[config.mk]
export PLATFORM = sky130hd
export DESIGN_NAME = matmul_batch_sequencer_flat
export DESIGN_NICKNAME = d
export VERILOG_FILES = /design/src/rtl/matmul_batch_sequencer_if.sv /design/src/rtl/matmul_batch_sequencer.sv /design/src/flat_wrapper.sv
export SDC_FILE = /design/constraint.sdc
export NUM_CORES = 1
export LEC_CHECK = 0
export CORE_AREA = 10 10 169 171
export DETAILED_ROUTE_END_ITERATION = 16
export DIE_AREA = 0 0 179 181
export HOLD_SLACK_MARGIN = 0.15
export PLACE_DENSITY = 0.75
export SLEW_MARGIN = 5
export SYNTH_ARGS = -nofsm -noshare
export SYNTH_HDL_FRONTEND = slang
export SYNTH_SLANG_ARGS = --single-unit
[constraint.sdc]
create_clock -name clk_i -period 5.46 [get_ports clk_i]
set_clock_uncertainty 0.05 [all_clocks]
set_input_delay 0.546 -clock clk_i [delete_from_list [all_inputs] [get_ports clk_i]]
set_output_delay 0.546 -clock clk_i [all_outputs]
set_load 0.01 [all_outputs]
[src/rtl/matmul_batch_sequencer_if.sv]
// rtl/matmul_batch_sequencer_if.sv - element, coprocessor and result handshake bundle for the batch sequencer
interface matmul_batch_sequencer_if #(
   parameter int DATA_W = 32
);
   logic              in_valid_i;
   logic [DATA_W-1:0] in_a_i;
   logic [DATA_W-1:0] in_b_i;
   logic              in_ready_o;
   logic              flush_i;

   logic              cp_req_o;
   logic [DATA_W-1:0] cp_src0_o;
   logic [DATA_W-1:0] cp_src1_o;
   logic              cp_ack_i;
   logic              cp_resp_req_i;
   logic [DATA_W-1:0] cp_resp_data_i;
   logic              cp_resp_ack_o;

   logic              out_valid_o;
   logic [DATA_W-1:0] out_data_o;
   logic              out_ready_i;

   logic              busy_o;
   logic              batch_done_o;

   modport master (
      input  in_valid_i, in_a_i, in_b_i, flush_i,
      input  cp_ack_i, cp_resp_req_i, cp_resp_data_i,
      input  out_ready_i,
      output in_ready_o,
      output cp_req_o, cp_src0_o, cp_src1_o, cp_resp_ack_o,
      output out_valid_o, out_data_o,
      output busy_o, batch_done_o
   );

   modport slave (
      output in_valid_i, in_a_i, in_b_i, flush_i,
      output cp_ack_i, cp_resp_req_i, cp_resp_data_i,
      output out_ready_i,
      input  in_ready_o,
      input  cp_req_o, cp_src0_o, cp_src1_o, cp_resp_ack_o,
      input  out_valid_o, out_data_o,
      input  busy_o, batch_done_o
   );
endinterface

[src/rtl/matmul_batch_sequencer.sv]
// rtl/matmul_batch_sequencer.sv - batches (A,B) pairs into custom0 coprocessor requests and buffers returned results
module matmul_batch_sequencer #(
   parameter int DATA_W         = 32,
   parameter int BATCH          = 64,
   parameter int COMPUTE_CYCLES = 24,
   parameter int RES_DEPTH      = 8
) (
   input  logic                     clk_i,
   input  logic                     rst_i,
   matmul_batch_sequencer_if.master bus
);
   localparam int CNT_W = (BATCH > 1) ? $clog2(BATCH) : 1;
   localparam int TMR_W = $clog2(COMPUTE_CYCLES + 1);
   localparam int PTR_W = (RES_DEPTH > 1) ? $clog2(RES_DEPTH) : 1;

   typedef enum logic [1:0] {IDLE, LOAD, FLUSH, COMPUTE} state_t;

   state_t            state;
   logic              cp_req_q;
   logic [DATA_W-1:0] src0_q;
   logic [DATA_W-1:0] src1_q;
   logic              outstanding;
   logic              have_prev;
   logic              is_flush;
   logic              batch_done_q;
   logic [CNT_W-1:0]  resp_cnt;
   logic [TMR_W-1:0]  timer;

   logic [DATA_W-1:0] mem [RES_DEPTH];
   logic [PTR_W-1:0]  wptr;
   logic [PTR_W-1:0]  rptr;
   logic [PTR_W:0]    fifo_count;

   logic issue_ok;
   logic in_ready;
   logic in_fire;
   logic ack_fire;
   logic resp_fire;
   logic push;
   logic pop;

   // FIFO space is reserved before issue, so the one outstanding response always fits
   assign issue_ok  = !outstanding && !cp_req_q && (fifo_count < (PTR_W+1)'(RES_DEPTH));
   assign in_ready  = (state == LOAD) && issue_ok;
   assign in_fire   = bus.in_valid_i && in_ready;
   assign ack_fire  = cp_req_q && bus.cp_ack_i;
   assign resp_fire = bus.cp_resp_req_i && ((state == LOAD) || (state == FLUSH));
   assign push      = resp_fire && have_prev;
   assign pop       = (fifo_count != '0) && bus.out_ready_i;

   assign bus.in_ready_o    = in_ready;
   assign bus.cp_req_o      = cp_req_q;
   assign bus.cp_src0_o     = src0_q;
   assign bus.cp_src1_o     = src1_q;
   assign bus.cp_resp_ack_o = bus.cp_resp_req_i;
   assign bus.out_valid_o   = (fifo_count != '0);
   assign bus.out_data_o    = (fifo_count != '0) ? mem[rptr] : '0;
   assign bus.busy_o        = (state != IDLE);
   assign bus.batch_done_o  = batch_done_q;

   always_ff @(posedge clk_i or posedge rst_i) begin
      if (rst_i) begin
         state        <= IDLE;
         cp_req_q     <= 1'b0;
         src0_q       <= '0;
         src1_q       <= '0;
         outstanding  <= 1'b0;
         have_prev    <= 1'b0;
         is_flush     <= 1'b0;
         batch_done_q <= 1'b0;
         resp_cnt     <= '0;
         timer        <= '0;
      end else begin
         batch_done_q <= 1'b0;
         case (state)
            IDLE: begin
               if (bus.in_valid_i) begin
                  state    <= LOAD;
                  is_flush <= 1'b0;
               end else if (bus.flush_i && have_prev) begin
                  state    <= FLUSH;
                  is_flush <= 1'b1;
               end
            end
            LOAD: begin
               if (in_fire) begin
                  cp_req_q <= 1'b1;
                  src0_q   <= bus.in_a_i;
                  src1_q   <= bus.in_b_i;
               end
            end
            FLUSH: begin
               if (issue_ok) begin
                  cp_req_q <= 1'b1;
                  src0_q   <= '0;
                  src1_q   <= '0;
               end
            end
            COMPUTE: begin
               if (timer == '0) begin
                  state        <= IDLE;
                  batch_done_q <= 1'b1;
                  have_prev    <= !is_flush;
               end else begin
                  timer <= timer - TMR_W'(1);
               end
            end
            default: state <= IDLE;
         endcase

         if (ack_fire) begin
            cp_req_q    <= 1'b0;
            outstanding <= 1'b1;
         end
         // a response in the same cycle as its ack wins over the ack setting outstanding
         if (bus.cp_resp_req_i) begin
            outstanding <= 1'b0;
         end
         if (resp_fire) begin
            if (resp_cnt == CNT_W'(BATCH - 1)) begin
               resp_cnt <= '0;
               state    <= COMPUTE;
               timer    <= TMR_W'(COMPUTE_CYCLES - 1);
            end else begin
               resp_cnt <= resp_cnt + CNT_W'(1);
            end
         end
      end
   end

   always_ff @(posedge clk_i or posedge rst_i) begin
      if (rst_i) begin
         wptr       <= '0;
         rptr       <= '0;
         fifo_count <= '0;
      end else begin
         if (push) wptr <= wptr + PTR_W'(1);
         if (pop)  rptr <= rptr + PTR_W'(1);
         case ({push, pop})
            2'b10:   fifo_count <= fifo_count + (PTR_W+1)'(1);
            2'b01:   fifo_count <= fifo_count - (PTR_W+1)'(1);
            default: fifo_count <= fifo_count;
         endcase
      end
   end

   always_ff @(posedge clk_i) begin
      if (push) mem[wptr] <= bus.cp_resp_data_i;
   end
endmodule

[src/flat_wrapper.sv]
// flat-port wrapper written by rule: the top's interface ports become plain ports
module matmul_batch_sequencer_flat 
#(
   parameter int DATA_W         = 32,
   parameter int BATCH          = 64,
   parameter int COMPUTE_CYCLES = 24,
   parameter int RES_DEPTH      = 8
)
  (clk_i, rst_i, bus_in_valid_i, bus_in_a_i, bus_in_b_i, bus_flush_i, bus_cp_ack_i, bus_cp_resp_req_i, bus_cp_resp_data_i, bus_out_ready_i, bus_in_ready_o, bus_cp_req_o, bus_cp_src0_o, bus_cp_src1_o, bus_cp_resp_ack_o, bus_out_valid_o, bus_out_data_o, bus_busy_o, bus_batch_done_o);
  matmul_batch_sequencer_if #(.DATA_W(DATA_W)) bus_i ();
  input  logic clk_i;
  input  logic rst_i;
  input wire logic [$bits(bus_i.in_valid_i)-1:0] bus_in_valid_i;
  input wire logic [$bits(bus_i.in_a_i)-1:0] bus_in_a_i;
  input wire logic [$bits(bus_i.in_b_i)-1:0] bus_in_b_i;
  input wire logic [$bits(bus_i.flush_i)-1:0] bus_flush_i;
  input wire logic [$bits(bus_i.cp_ack_i)-1:0] bus_cp_ack_i;
  input wire logic [$bits(bus_i.cp_resp_req_i)-1:0] bus_cp_resp_req_i;
  input wire logic [$bits(bus_i.cp_resp_data_i)-1:0] bus_cp_resp_data_i;
  input wire logic [$bits(bus_i.out_ready_i)-1:0] bus_out_ready_i;
  output wire logic [$bits(bus_i.in_ready_o)-1:0] bus_in_ready_o;
  output wire logic [$bits(bus_i.cp_req_o)-1:0] bus_cp_req_o;
  output wire logic [$bits(bus_i.cp_src0_o)-1:0] bus_cp_src0_o;
  output wire logic [$bits(bus_i.cp_src1_o)-1:0] bus_cp_src1_o;
  output wire logic [$bits(bus_i.cp_resp_ack_o)-1:0] bus_cp_resp_ack_o;
  output wire logic [$bits(bus_i.out_valid_o)-1:0] bus_out_valid_o;
  output wire logic [$bits(bus_i.out_data_o)-1:0] bus_out_data_o;
  output wire logic [$bits(bus_i.busy_o)-1:0] bus_busy_o;
  output wire logic [$bits(bus_i.batch_done_o)-1:0] bus_batch_done_o;
  assign bus_i.in_valid_i = bus_in_valid_i;
  assign bus_i.in_a_i = bus_in_a_i;
  assign bus_i.in_b_i = bus_in_b_i;
  assign bus_i.flush_i = bus_flush_i;
  assign bus_i.cp_ack_i = bus_cp_ack_i;
  assign bus_i.cp_resp_req_i = bus_cp_resp_req_i;
  assign bus_i.cp_resp_data_i = bus_cp_resp_data_i;
  assign bus_i.out_ready_i = bus_out_ready_i;
  assign bus_in_ready_o = bus_i.in_ready_o;
  assign bus_cp_req_o = bus_i.cp_req_o;
  assign bus_cp_src0_o = bus_i.cp_src0_o;
  assign bus_cp_src1_o = bus_i.cp_src1_o;
  assign bus_cp_resp_ack_o = bus_i.cp_resp_ack_o;
  assign bus_out_valid_o = bus_i.out_valid_o;
  assign bus_out_data_o = bus_i.out_data_o;
  assign bus_busy_o = bus_i.busy_o;
  assign bus_batch_done_o = bus_i.batch_done_o;
  matmul_batch_sequencer #(.DATA_W(DATA_W), .BATCH(BATCH), .COMPUTE_CYCLES(COMPUTE_CYCLES), .RES_DEPTH(RES_DEPTH)) u_core (.clk_i(clk_i), .rst_i(rst_i), .bus(bus_i));
endmodule
# ---- After elaboration in Yosys (flattened, before gate mapping)
# Memories as Yosys holds them, arrays and structs flattened.
# Index checks and enable logic that the tools add are counted.
dict set report totals {
  regBits 92
  ram_bits 256
  in_bits 103
  output_inout_bits 102
  n_memories 1
}
dict set report op_classes {
  add_sub_neg 6
  magnitude_cmp 1
  eq_ne 10
  muxes 30
  n_reduce_logical 26
}
# memory depth word_bits read_ports rd_clocked_by_memory_dff write_ports line
set memory_table {}
lappend memory_table {u_core.mem 8 32 1 0 1 matmul_batch_sequencer.sv:29} ;# logic [DATA_W-1:0] mem [RES_DEPTH];
# op n
set ops {}
lappend ops {{$mux W32} 4}
lappend ops {{$pmux W32 S2} 2}
lappend ops {{$mux W5} 4}
lappend ops {{$mux W1} 11}
lappend ops {{$mux W2} 5}
lappend ops {{$reduce_bool A2 Y1} 5}
lappend ops {{$logic_and A1 B1 Y1} 9}
lappend ops {{$pmux W4 S2} 1}
lappend ops {{$add A3 B1 Y3 const B} 2}
lappend ops {{$add A6 B1 Y6 const B} 1}
lappend ops {{$eq A2 B2 Y1 const B} 3}
lappend ops {{$eq A6 B6 Y1 const B} 1}
lappend ops {{$mux W6} 1}
lappend ops {{$ne A3 B1 Y1 const B} 2}
lappend ops {{$reduce_and A3 Y1} 2}
lappend ops {{$logic_not A5 Y1} 1}
lappend ops {{$sub A5 B1 Y5 const B} 1}
lappend ops {{$add A4 B1 Y4 const B} 1}
lappend ops {{$eq A2 B1 Y1 const B} 2}
lappend ops {{$lt A4 B4 Y1 const B} 1}
lappend ops {{$ne A2 B1 Y1 const B} 2}
lappend ops {{$pmux W2 S2} 1}
lappend ops {{$reduce_and A2 Y1} 2}
lappend ops {{$reduce_bool A4 Y1} 1}
lappend ops {{other kinds (6)} 8}

# ---- Longest topological paths before layout
# Gate-level depths: netlist of the first run.
dict set report logic_depth {
  ltp_word 8
  mapped_depth 10
  depth_no_buf 9
}

# ---- Worst setup path before layout of the first run
# No wires, ideal clock.
dict set report synth_timing {
  path_type {flip-flop to flip-flop}
  startpoint {register u_core.state[1]}
  endpoint {memory u_core.mem[0][0] (enable)}
  setup_time_ns 0.461
  arrival_ns 3.542
  t_required_ns 4.949
  path_slack_ns 1.407
  path_stages_with_launch 7
  n_path_buf 1
  period_less_slack_ns 4.053
  path_cell_list {dfrtp_1 inv_1 ha_1 buf_6 nand3_1 or2_2 nor3_1}
}
dict set report synth_via {
  elab_chain_len 6
  word_cells_on_any_way 7
  classes_between {2 x eq/ne; 2 x mux; 3 x reduce/logical}
}
# item line
set synth_lines {}
lappend synth_lines {{start: declaration} matmul_batch_sequencer.sv:18} ;# state_t state;
lappend synth_lines {{start signal: assignment} matmul_batch_sequencer.sv:63} ;# state <= IDLE;
lappend synth_lines {{start signal: assignment} matmul_batch_sequencer.sv:78} ;# state <= LOAD;
lappend synth_lines {{start signal: assignment} matmul_batch_sequencer.sv:81} ;# state <= FLUSH;
lappend synth_lines {{$eq A2 B1 Y1 or $eq A2 B2 Y1 (tied branches)} matmul_batch_sequencer.sv:47} ;# assign resp_fire = bus.cp_resp_req_i && ((state == LOAD) || (state == FLUSH));
lappend synth_lines {{$logic_or A1 B1 Y1 (*)} matmul_batch_sequencer.sv:47}
lappend synth_lines {{$logic_and A1 B1 Y1 (*)} matmul_batch_sequencer.sv:47}
lappend synth_lines {{$logic_and A1 B1 Y1 (*)} matmul_batch_sequencer.sv:48} ;# assign push = resp_fire && have_prev;
lappend synth_lines {{$mux W1 (*)} matmul_batch_sequencer.sv:148} ;# if (push) mem[wptr] <= bus.cp_resp_data_i;
lappend synth_lines {{$mux W1 (not written as such) (*)} matmul_batch_sequencer.sv:148}
lappend synth_lines {{end: declaration} matmul_batch_sequencer.sv:29}
# Mark *: on every way between the ends. The rest lies on a longest branch, timed or not.

# ---- Worst setup path after layout of the first run
dict set report layout_timing {
  startpoint {register u_core.rptr[0]}
  endpoint {output port bus_out_data_o[19]}
}
dict set report layout_via {
  elab_chain_len 2
}
# item line
set layout_lines {}
lappend layout_lines {{start: declaration} matmul_batch_sequencer.sv:31} ;# logic [PTR_W-1:0] rptr;
lappend layout_lines {{start signal: assignment} matmul_batch_sequencer.sv:138} ;# if (pop) rptr <= rptr + PTR_W'(1);
lappend layout_lines {{$mem_v2 Z8 W32} --}
lappend layout_lines {{$mux W32} matmul_batch_sequencer.sv:57} ;# assign bus.out_data_o = (fifo_count != '0) ? mem[rptr] : '0;
lappend layout_lines {{end: declaration} flat_wrapper.sv:27} ;# output wire logic [$bits(bus_i.out_data_o)-1:0] bus_out_data_o;
# No other way between the ends.

==> impl_results.md, run 1 <==
* Final Hold Viols at 0
* CP max FO at 56
* DR pass1 iterations at 4
* Post-Syn Instances at 670
* Ports at 205
* Drt total wl at 30800 microns
* DP Wirelength at around 19000 microns
* Sequential Area at 9990 sq um
* Syn Std Cell Area at 13400 sq um
* Overall power at roughly 7 mW
* Endpoint type of the worst setup path: output pin
* Sequential share of the synthesized area at 0.746
* Root Buffer: clkbuf_16
* Class of the worst hold path: reg2reg
* RSZ-0062 raised after global routing: false
* Initial Utilization at 0.535
* Share of cells above drive strength 1 at 0.162
* Setup TNS at 0 ps
* Area delta synth->final at 25.7%
* Via density at 5.89
* Min Hold Slack at 425 ps
* Pre-CTS WS at about 2000 ps
* Setup Buffers After CTS at 0
* Slew @ Worst Pin at around 1200 ps
* Die Y at 181 microns
* Xor and xnor fraction of the mapped netlist area at 0.00719
* Synth unique cells at 48
* Fmax at 252 MHz
* Antenna violations before repair at 2
* Pin count of the biggest net entering global routing at 66
* Post-route ant nets at 0
* Worst Setup Start Kind: flop
* Setup violators final at 0
* First-pass GRT wire length at 47500 microns
* Area after DPL at around 16000 sq um
* R2R Path End: u_core.fifo_count[3]
* Max-slew violations at 0
* Post-Synth Simple-Gate Area at 0.0224
* Clock Sinks at 348
* Multiplexer share of the synthesized area at 0.113
* CTS Buf Count at 36
* Seq cells post-synth at 348
* Fill count at 1604
* Post-synth EDFFs at ~260
* Crit path required time at 4860 ps
* Area of the multi-input gates at 3150 sq um
* Reg2reg start: u_core.fifo_count[0]
* GRT Overall Usage at 0.191
* Post-Synth Adder-Cell Area at 0.0103
* Latest clock arrival within the worst-skew pair at 500 ps
* H-tree levels at 2
* Nets at 1000
* Hold depth at 1
* Routed WL per cell at 24.8 microns
* Reg2reg path depth at 7
* CTS tree: yes
* Initial DRC count at ~550
* Post-Syn Area per Cell at between 15 and 20 sq um
* GRT overflow at 0
* Port buffer count at 204
* CP Data Arrival Time at between 3000 and 4000 ps
* Pwr/cell area at between 400 and 500 nW/um^2
* Clk buf depth at 3
* Worst reg-to-reg setup slack at 2580 ps
* CTS-repair resized insts at 0
* Post-route insts no fill at about 1200
* Syn_nets at 784
* Final min period at 3960 ps
* Worst VDD drop at ~0.33 mV
* Die W at 179 microns
* WHS Endpoint: u_core.have_prev
* Top FF cell, synth: edfxtp_1
* WS Path Type: reg2out
* Fin util at 0.673
* Inst Count DP at 1178
* Share of flip-flops with an asynchronous set or reset at 0.264
* Vias in the first global route at 8199
* Hold path start: u_core.is_flush
* Vias at 7310
* Post-layout instance area at 16800 sq um
* Status: completed
* Post-synthesis compound-gate area fraction at 0.0774
* Die footprint at roughly 32000 sq um
* CTS clk-pin slew, worst paths at ~60 ps
* Largest family of logic cells by synthesized area: multiplexers
* Core ar. at between 20000 and 30000 sq um
* Cell Rows at 58
* Worst Setup SP: u_core.rptr[0]
* Setup WS post-layout at 1500 ps
* Slew headroom at 0.200
* Max_cap viols at 0
* Crit share post-route at 0.726
* Warning count from the yosys run at 0
* Hold-fix buffers, CTS at 0
* DRC at 0
* RePlAce Congestion at 0.756
* Leakage power at 5.87 nW
-- power breakdown --
| part | leakage (nW) | total [mW] | internal (mW) | switching, mW |
|---|---|---|---|---|
| logic | 1.91 | 1.44 | 0.786 | 0.659 |
| clock network | 0.527 | 2.26 | 1.33 | 0.935 |
| registers | 3.44 | 3.32 | 3.12 | 0.191 |
-- metal layers --
metal	GRT usage	vias up	part of all wire
li1	-	3169	-
met1	0.226	3795	0.37
met2	0.327	281	0.52
met3	0.0488	63	0.075
met4	0.0715	2	0.031
met5	0	-	0.00032
-- synthesized netlist by cell type (2+ instances only) --
library cell | count | area (sq um)
nand3_1 | 3 | 15.0
nor2b_1 | 3 | 18.8
a22o_2 | 4 | 40.0
nand2b_1 | 3 | 18.8
a21o_1 | 2 | 15.0
a22o_1 | 92 | 806
o21ai_0 | 4 | 20.0
xor2_1 | 3 | 26.3
inv_1 | 14 | 52.6
or4_1 | 2 | 15.0
clkbuf_1 | 15 | 56.3
ha_1 | 11 | 138
or3_1 | 2 | 12.5
and3_1 | 2 | 12.5
nand4_1 | 3 | 18.8
mux2i_1 | 3 | 30.0
nand2_1 | 10 | 37.5
buf_2 | 9 | 45.0
xnor2_1 | 8 | 70.1
mux4_2 | 64 | 1440
o221ai_1 | 2 | 17.5
mux2_2 | 4 | 45.0
a21oi_1 | 8 | 40.0
a221o_1 | 2 | 20.0
dfrtp_1 | 92 | 2300
edfxtp_1 | 256 | 7690
buf_4 | 2 | 15.0
nor2_1 | 11 | 41.3
buf_6 | 13 | 146
nor3_1 | 5 | 25.0
-- layout by cell type, fill, tap and decap left out, drive strengths merged, types with 2 or more instances in the layout --
cell type      instances
mux4                  64
dfrtp                 92
clkdlybuf4s50        204
nand3                  3
edfxtp               256
ha                    11
o21ai                  4
nand2                 10
mux2                   4
nand2b                 3
a21oi                  8
clkinv                16
mux2i                  3
buf                   13
a221o                  3
bufinv                 2
nor2b                  3
xnor2                  8
or3                    3
or4b                   3
and3                   2
nor3                   5
a21o                   2
xor2                   3
inv                   13
nand4                  3
o221ai                 2
clkbuf                45
nor2                  11
a22o                  96
or4                    2
-- worst max-delay path by stage --
stage | endpoint | slack (ps) | cells past startpoint
5_1_grt | bus_out_data_o[18] | 1220 | 4
2_1_floorplan | u_core.mem[0][0] | 1410 | 6
4_1_cts | bus_out_data_o[19] | 1370 | 4
3_5_place_dp | bus_out_data_o[19] | 1950 | 4
3_3_place_gp | bus_out_data_o[18] | 1980 | 4
6_report | bus_out_data_o[19] | 1500 | 4
-- kinds of logic (layout without fill, tap and decap cells) --
logic type                 after synthesis  count (layout)
and+or+nand+nor                         54              54
xor gates and xnor gates                11              11
adders and majority gates               11              11
muxes                                   71              71
other                                    0               1
buffers and inverters                   53             294
AOI/OAI and AO/OA                      122             122
DFF                                    348             348
-- state kept, by name, summed over array words and instances (netlist names) --
| signal | flops |
|---|---|
| u_core.bus.cp_src1_o | 32 |
| u_core.timer | 5 |
| u_core.state | 2 |
| u_core.rptr | 3 |
| u_core.mem | 256 |
| u_core.is_flush | 1 |
| u_core.wptr | 3 |
| u_core.bus.cp_src0_o | 32 |
| u_core.resp_cnt | 6 |
| u_core.have_prev | 1 |
| u_core.outstanding | 1 |
| u_core.bus.cp_req_o | 1 |
| u_core.fifo_count | 4 |
| u_core.bus.batch_done_o | 1 |
-- worst max-delay path: stages (launching register included) --
cell,delay [ps]
dfrtp_4,1150
buf_4,400
mux4_2,540
a22o_1,260
clkdlybuf4s50_1,490
-- layout make-up --
class / instances / area share
antenna: 1 / 0.000149
clock inverter: 18 / 0.00765
multi-input combinational: 269 / 0.187
clock buffer: 45 / 0.0568
timing repair buffer: 217 / 0.127
sequential: 348 / 0.594
tap: 330 / 0.0245
inverter: 14 / 0.00320
Power figures use the tool's default switching activity.
==> run 2, diff against run 1 <==
--- a/config.mk
+++ b/config.mk
@@ -5,11 +5,11 @@
 export SDC_FILE = /design/constraint.sdc
 export NUM_CORES = 1
 export LEC_CHECK = 0
-export CORE_AREA = 10 10 169 171
+export CORE_AREA = 10 10 177 179
 export DETAILED_ROUTE_END_ITERATION = 16
-export DIE_AREA = 0 0 179 181
+export DIE_AREA = 0 0 187 189
 export HOLD_SLACK_MARGIN = 0.15
-export PLACE_DENSITY = 0.75
+export PLACE_DENSITY = 0.72
 export SLEW_MARGIN = 5
 export SYNTH_ARGS = -nofsm -noshare
 export SYNTH_HDL_FRONTEND = slang
==> constraint.sdc (replaced) <==
create_clock -name clk_i -period 3.3 [get_ports clk_i]
set_clock_uncertainty 0.05 [all_clocks]
set_input_delay 0.33 -clock clk_i [delete_from_list [all_inputs] [get_ports clk_i]]
set_output_delay 0.33 -clock clk_i [all_outputs]
set_load 0.01 [all_outputs]
==> impl_results.md, run 2 (same netlist as run 1, synthesis figures left out) <==
* Status: completed
* Clock Sinks at 348 (unchanged)
* Max-slew violations at 0 (unchanged)
* Core ar. at 27600 sq um (+10%)
* Endpoint type of the worst setup path: output pin
* Fin util at 0.624 (-0.0486)
* RePlAce Congestion at 0.728 (-3.8%)
* Hold-fix buffers, CTS at 0 (unchanged)
* Initial Utilization at 0.485 (-0.0502)
* GRT overflow at 0 (unchanged)
* Critical-path cell list: or4_4, and2_1, buf_6, a22o_1, clkdlybuf4s50_1
* Largest delay share family, worst path: simple AND/OR/NAND/NOR gates
* Die footprint at 35300 sq um (+9.1%)
* DRC at 0 (unchanged)
* Class of the worst hold path: in2async
* Nets at 1012 (+1.2%)
* Worst reg-to-reg setup slack at 490 ps (-2090 ps)
* Latest clock arrival within the worst-skew pair at 500 ps (about the same)
* Most common cell after layout, fill and taps aside: edfxtp_1
* Root Buffer: clkbuf_16
* Slew headroom at 0.541 (+0.341)
* Pin count of the biggest net entering global routing at 66 (unchanged)
* Slew @ Worst Pin at 689 ps (-512 ps)
* Fmax at about 310 MHz
* Vias at 7228 (-1.1%)
* Routed WL per cell at 22.8 microns (-8.0%)
* Final Hold Viols at 0 (unchanged)
* H-tree levels at 2 (unchanged)
* Number of flip-flops in the largest register at 256 (unchanged)
* Setup violators final at 0 (unchanged)
* RSZ-0062 raised after global routing: false
* Slowest stage delay, CP at 640 ps (-510 ps)
* DP Wirelength at 18000 microns (-4.8%)
* GRT Overall Usage at 0.164 (-0.0262)
* Worst Setup Start Kind: flop
* Most flop-heavy register: u_core.mem
* Post-layout instance area at 17200 sq um (+2.4%)
* Die W at 187 microns (+4.5%)
* CP Data Arrival Time at 2800 ps (-570 ps)
* Worst VDD drop at 0.547 mV (+67%)
* CTS clk-pin slew, worst paths at 60 ps (about the same)
* DR pass1 iterations at 5 (+1)
* Setup TNS at 0 ps (unchanged)
* Cell Rows at 61 (+5.2%)
* Area delta synth->final at 28.7%
* Drt total wl at 29700 microns (-3.5%)
* Ports at 205 (unchanged)
* Final min period at ~3200 ps
* Area after DPL at 16000 sq um (+1.7%)
* CTS Buf Count at 36 (unchanged)
* Overall power at 11.8 mW (+68%)
* Via density at 5.55 (-5.7%)
* Share of cells above drive strength 1 at 0.184 (+0.0219)
* Die Y at 189 microns (+4.4%)
* Worst path buffer plus inverter count at 2 (unchanged)
* Post-route ant nets at 0 (unchanged)
* WS Path Type: reg2out
* Crit share post-route at 0.964
* Antenna violations before repair at 2 (unchanged)
* Critical-path top delay cell: or4_4
* CTS tree: yes
* Initial DRC count at 470 (-15%)
* Vias in the first global route at 7678 (-6.4%)
* First-pass GRT wire length at 45700 microns (-3.8%)
* Commonest non-fill, non-tap cells in the layout: 256 x edfxtp_1, 204 x clkdlybuf4s50_1, 92 x a22o_1, 90 x dfrtp_1, 64 x mux4_2
* Leakage power at 6.01 nW (+2.3%)
* Pwr/cell area at 685 nW/um^2 (+64%)
* CP max FO at 32 (-43%)
* Crit path required time at 2920 ps (-1940 ps)
* Clk buf depth at 3 (unchanged)
* Port buffer count at 204 (unchanged)
* Max_cap viols at 0 (unchanged)
## run 2: metrics by stage
stage               setup slack (ps)  hold slack, ps  std cells
finish                           118             199       1302
global route                    31.7             231       1300
CTS                             1.72             204       1300
detailed placement               440             418       1236
global placement                 471             393       1236
floorplan                        110             346        670
## run 2: timing repair
item	CTS	global route
gates resized for setup	1	2
setup buffers	1	0
endpoints found under the setup margin	32	32
gates cloned	1	0
## run 2: per-layer routing
metal  part of all wire  GRT usage
met5                  0          0
met4              0.014     0.0369
met3              0.091     0.0566
met2               0.49      0.274
met1               0.40      0.205
## run 2: area by class of cell
| type | instances | area (sq um) |
|---|---|---|
| antenna | 2 | 5.00 |
| clock buffer | 40 | 957 |
| clock inverter | 22 | 204 |
| fill | 1994 | 10400 |
| inverter | 14 | 53.8 |
| multi-input combinational | 270 | 3180 |
| sequential | 348 | 9990 |
| tap | 378 | 473 |
| timing repair buffer | 228 | 2370 |
## run 2: worst register-to-register path, cell delays in order (launching register included)
cell and delay (ps):
dfrtp_1 460, or4_4 640, nand2_1 170, inv_1 80
ha_1 410, or4b_2 690, a21o_1 170, o221ai_1 60
## run 2: worst paths after layout
kind | start | to | cells past startpoint
worst max-delay path | u_core.fifo_count[0] | bus_out_data_o[11] | 5
worst min-delay path | rst_i | u_core.bus.cp_src0_o[3] | 2
worst max register to register | u_core.fifo_count[0] | u_core.fifo_count[3] | 7
worst min register to register | u_core.is_flush | u_core.have_prev | 1
max in group asynchronous | rst_i | u_core.bus.cp_src1_o[7] | 3
min in group clk_i | bus_in_a_i[3] | u_core.bus.cp_src0_o[3] | 2
## run 2: power breakdown
group / internal [mW] / switching [mW] / total (mW)
sequential: 5.17 / 0.290 / 5.46
combinational: 1.33 / 1.05 / 2.38
clock: 2.39 / 1.57 / 3.96
==> run 3, diff against run 2 <==
--- a/config.mk
+++ b/config.mk
@@ -6,6 +6,7 @@
 export NUM_CORES = 1
 export LEC_CHECK = 0
 export CORE_AREA = 10 10 177 179
+export CTS_BUF_LIST = sky130_fd_sc_hd__clkbuf_16
 export DETAILED_ROUTE_END_ITERATION = 16
 export DIE_AREA = 0 0 187 189
 export HOLD_SLACK_MARGIN = 0.15
==> impl_results.md, run 3 (same netlist as run 1, synthesis figures left out) <==
* Pin count of the biggest net entering global routing at 66 (unchanged)
* GRT Overall Usage at 0.165 (about the same)
* Switch share at 0.248 (+0.000858)
* Class of the worst hold path: in2async
* Reg2reg start: u_core.fifo_count[0]
* Via density at 5.54 (-0.21%)
* DR pass1 iterations at 5 (unchanged)
* Commonest non-fill, non-tap cells in the layout: 256 x edfxtp_1, 204 x clkdlybuf4s50_1, 92 x a22o_1, 90 x dfrtp_1, 64 x mux4_2
* Net Switching at 2.91 mW (-0.10%)
* Cell Rows at 61 (unchanged)
* Area delta synth->final at 28.6%
* Routed WL per cell at 22.8 microns (-0.12%)
* Antenna violations before repair at 2 (unchanged)
* Status: completed
* Hold-fix buffers, CTS at 0 (unchanged)
* DP Wirelength at 18000 microns (unchanged)
* Fmax at 314 MHz (-0.22%)
* Clk buf depth at 3 (unchanged)
* Setup violators final at 0 (unchanged)
* Fill count at 1996 (+0.10%)
* Area after DPL at 16000 sq um (unchanged)
* Latest clock arrival within the worst-skew pair at 500 ps (about the same)
* Sequential Area at 9990 sq um (unchanged)
* CTS Buf Count at 36 (unchanged)
* Slew headroom at 0.542 (+0.00127)
* Clock Power Share at 0.333 (-0.003)
* Root Buffer: clkbuf_16
* R2R Path End: u_core.fifo_count[3]
* First-pass GRT wire length at 45700 microns (about the same)
* Int Pwr at 8.84 mW (-0.56%)
* Combinational Power Share at 0.202 (about the same)
* Clock Sinks at 348 (unchanged)
* CTS tree: yes
* Vias at 7213 (-0.21%)
* Initial DRC count at 456 (-3.0%)
* Final min period at 3190 ps (+7.01 ps)
* Post-route ant nets at 0 (unchanged)
* Share of cells above drive strength 1 at 0.182 (-0.00217)
* Post-layout instance area at 17200 sq um (-0.12%)
* Crit share post-route at 0.966 (+0.00212)
* Most common cell after layout, fill and taps aside: edfxtp_1
* CTS clk-pin slew, worst paths at 60 ps (about the same)
* Endpoint type of the worst setup path: output pin
* RSZ-0062 raised after global routing: false
* Most flop-heavy register: u_core.mem
* Die W at 187 microns (unchanged)
* Slew @ Worst Pin at 687 ps (-1.90 ps)
* Worst VDD drop at 0.546 mV (about the same)
* Leakage power at 6.00 nW (-0.12%)
* Seq pwr share at 0.465 (+0.002)
* Area of the multi-input gates at 3180 sq um (unchanged)
* RePlAce Congestion at 0.728 (unchanged)
* DRC at 0 (unchanged)
* Core ar. at 27600 sq um (unchanged)
* Fin util at 0.623 (-0.000724)
* Pwr/cell area at 682 nW/um^2 (-0.33%)
* Vias in the first global route at 7677 (-0.013%)
* Port buffer count at 204 (unchanged)
* Final Hold Viols at 0 (unchanged)
* WS Path Type: reg2out
* GRT overflow at 0 (unchanged)
* Worst Setup Start Kind: flop
* CP max FO at 32 (unchanged)
* Initial Utilization at 0.485 (unchanged)
* Ports at 205 (unchanged)
* Crit path required time at 2920 ps (about the same)
* H-tree levels at 2 (unchanged)
* Worst reg-to-reg setup slack at 490 ps (about the same)
* Number of flip-flops in the largest register at 256 (unchanged)
* Max_cap viols at 0 (unchanged)
* Setup TNS at 0 ps (unchanged)
* Die Y at 189 microns (unchanged)
* Drt total wl at 29700 microns (-0.12%)
* Max-slew violations at 0 (unchanged)
* Die footprint at 35300 sq um (unchanged)
* Nets at 1012 (unchanged)
* CP Data Arrival Time at 2810 ps (about the same)
* Reg2reg path depth at 7 (unchanged)
run 3: power groups by stage:
| stage | combinational [mW] | clock [mW] | sequential [mW] |
|---|---|---|---|
| after floorplan | 1.15 | 0 | 5.68 |
| after global placement | 2.37 | 0 | 5.52 |
| after detailed placement | 2.43 | 0 | 5.51 |
| after CTS | 2.41 | 4.01 | 5.46 |
| after global routing | 2.57 | 4.19 | 5.51 |
| final | 2.38 | 3.91 | 5.46 |
run 3: layer usage:
metal | wire length, microns | GRT usage | vias to the layer above
met5 | 0 | 0 | -
met4 | 415 | 0.0369 | 0
met3 | 2560 | 0.0566 | 34
met2 | 14600 | 0.274 | 260
met1 | 12100 | 0.205 | 3718
li1 | - | - | 3201
run 3: metrics by stage:
stage | power, mW | hold slack [ps] | worst slack [ps] | std cells
6_report | 11.7 | 197 | 111 | 1302
5_1_grt | 12.3 | 231 | 31.7 | 1300
4_1_cts | 11.9 | 204 | 1.72 | 1300
3_5_place_dp | 7.94 | 418 | 440 | 1236
3_3_place_gp | 7.89 | 393 | 471 | 1236
2_1_floorplan | 6.82 | 346 | 110 | 670
run 3: layout make-up:
| type | count | area share |
|---|---|---|
| antenna | 2 | 0.000291 |
| timing repair buffer | 228 | 0.138 |
| clock buffer | 37 | 0.0538 |
| inverter | 14 | 0.00312 |
| clock inverter | 25 | 0.0125 |
| sequential | 348 | 0.580 |
| multi-input combinational | 270 | 0.185 |
| tap | 378 | 0.0275 |
run 3: how the worst max path moves through the flow:
stage	from	end	slack (ps)
floorplan	u_core.state[1]	u_core.mem[4][0]	110
global placement	u_core.fifo_count[0]	bus_out_data_o[28]	470
detailed placement	u_core.fifo_count[1]	bus_out_data_o[28]	440
CTS	u_core.fifo_count[0]	bus_out_data_o[28]	2
global route	u_core.fifo_count[0]	bus_out_data_o[1]	30
finish	u_core.fifo_count[0]	bus_out_data_o[1]	110
run 3: timing repair:
item,in CTS,in global routing
cloned,1,0
buffers inserted,1,0
gates resized for setup,1,2
setup endpoints to repair,32,32
run 3: worst max-delay path, cell delays in order, from the launching register on:
cell and delay, ps:
dfrtp_1 460, or4_4 640, and2_1 200, buf_6 220
a22o_1 290, clkdlybuf4s50_1 490
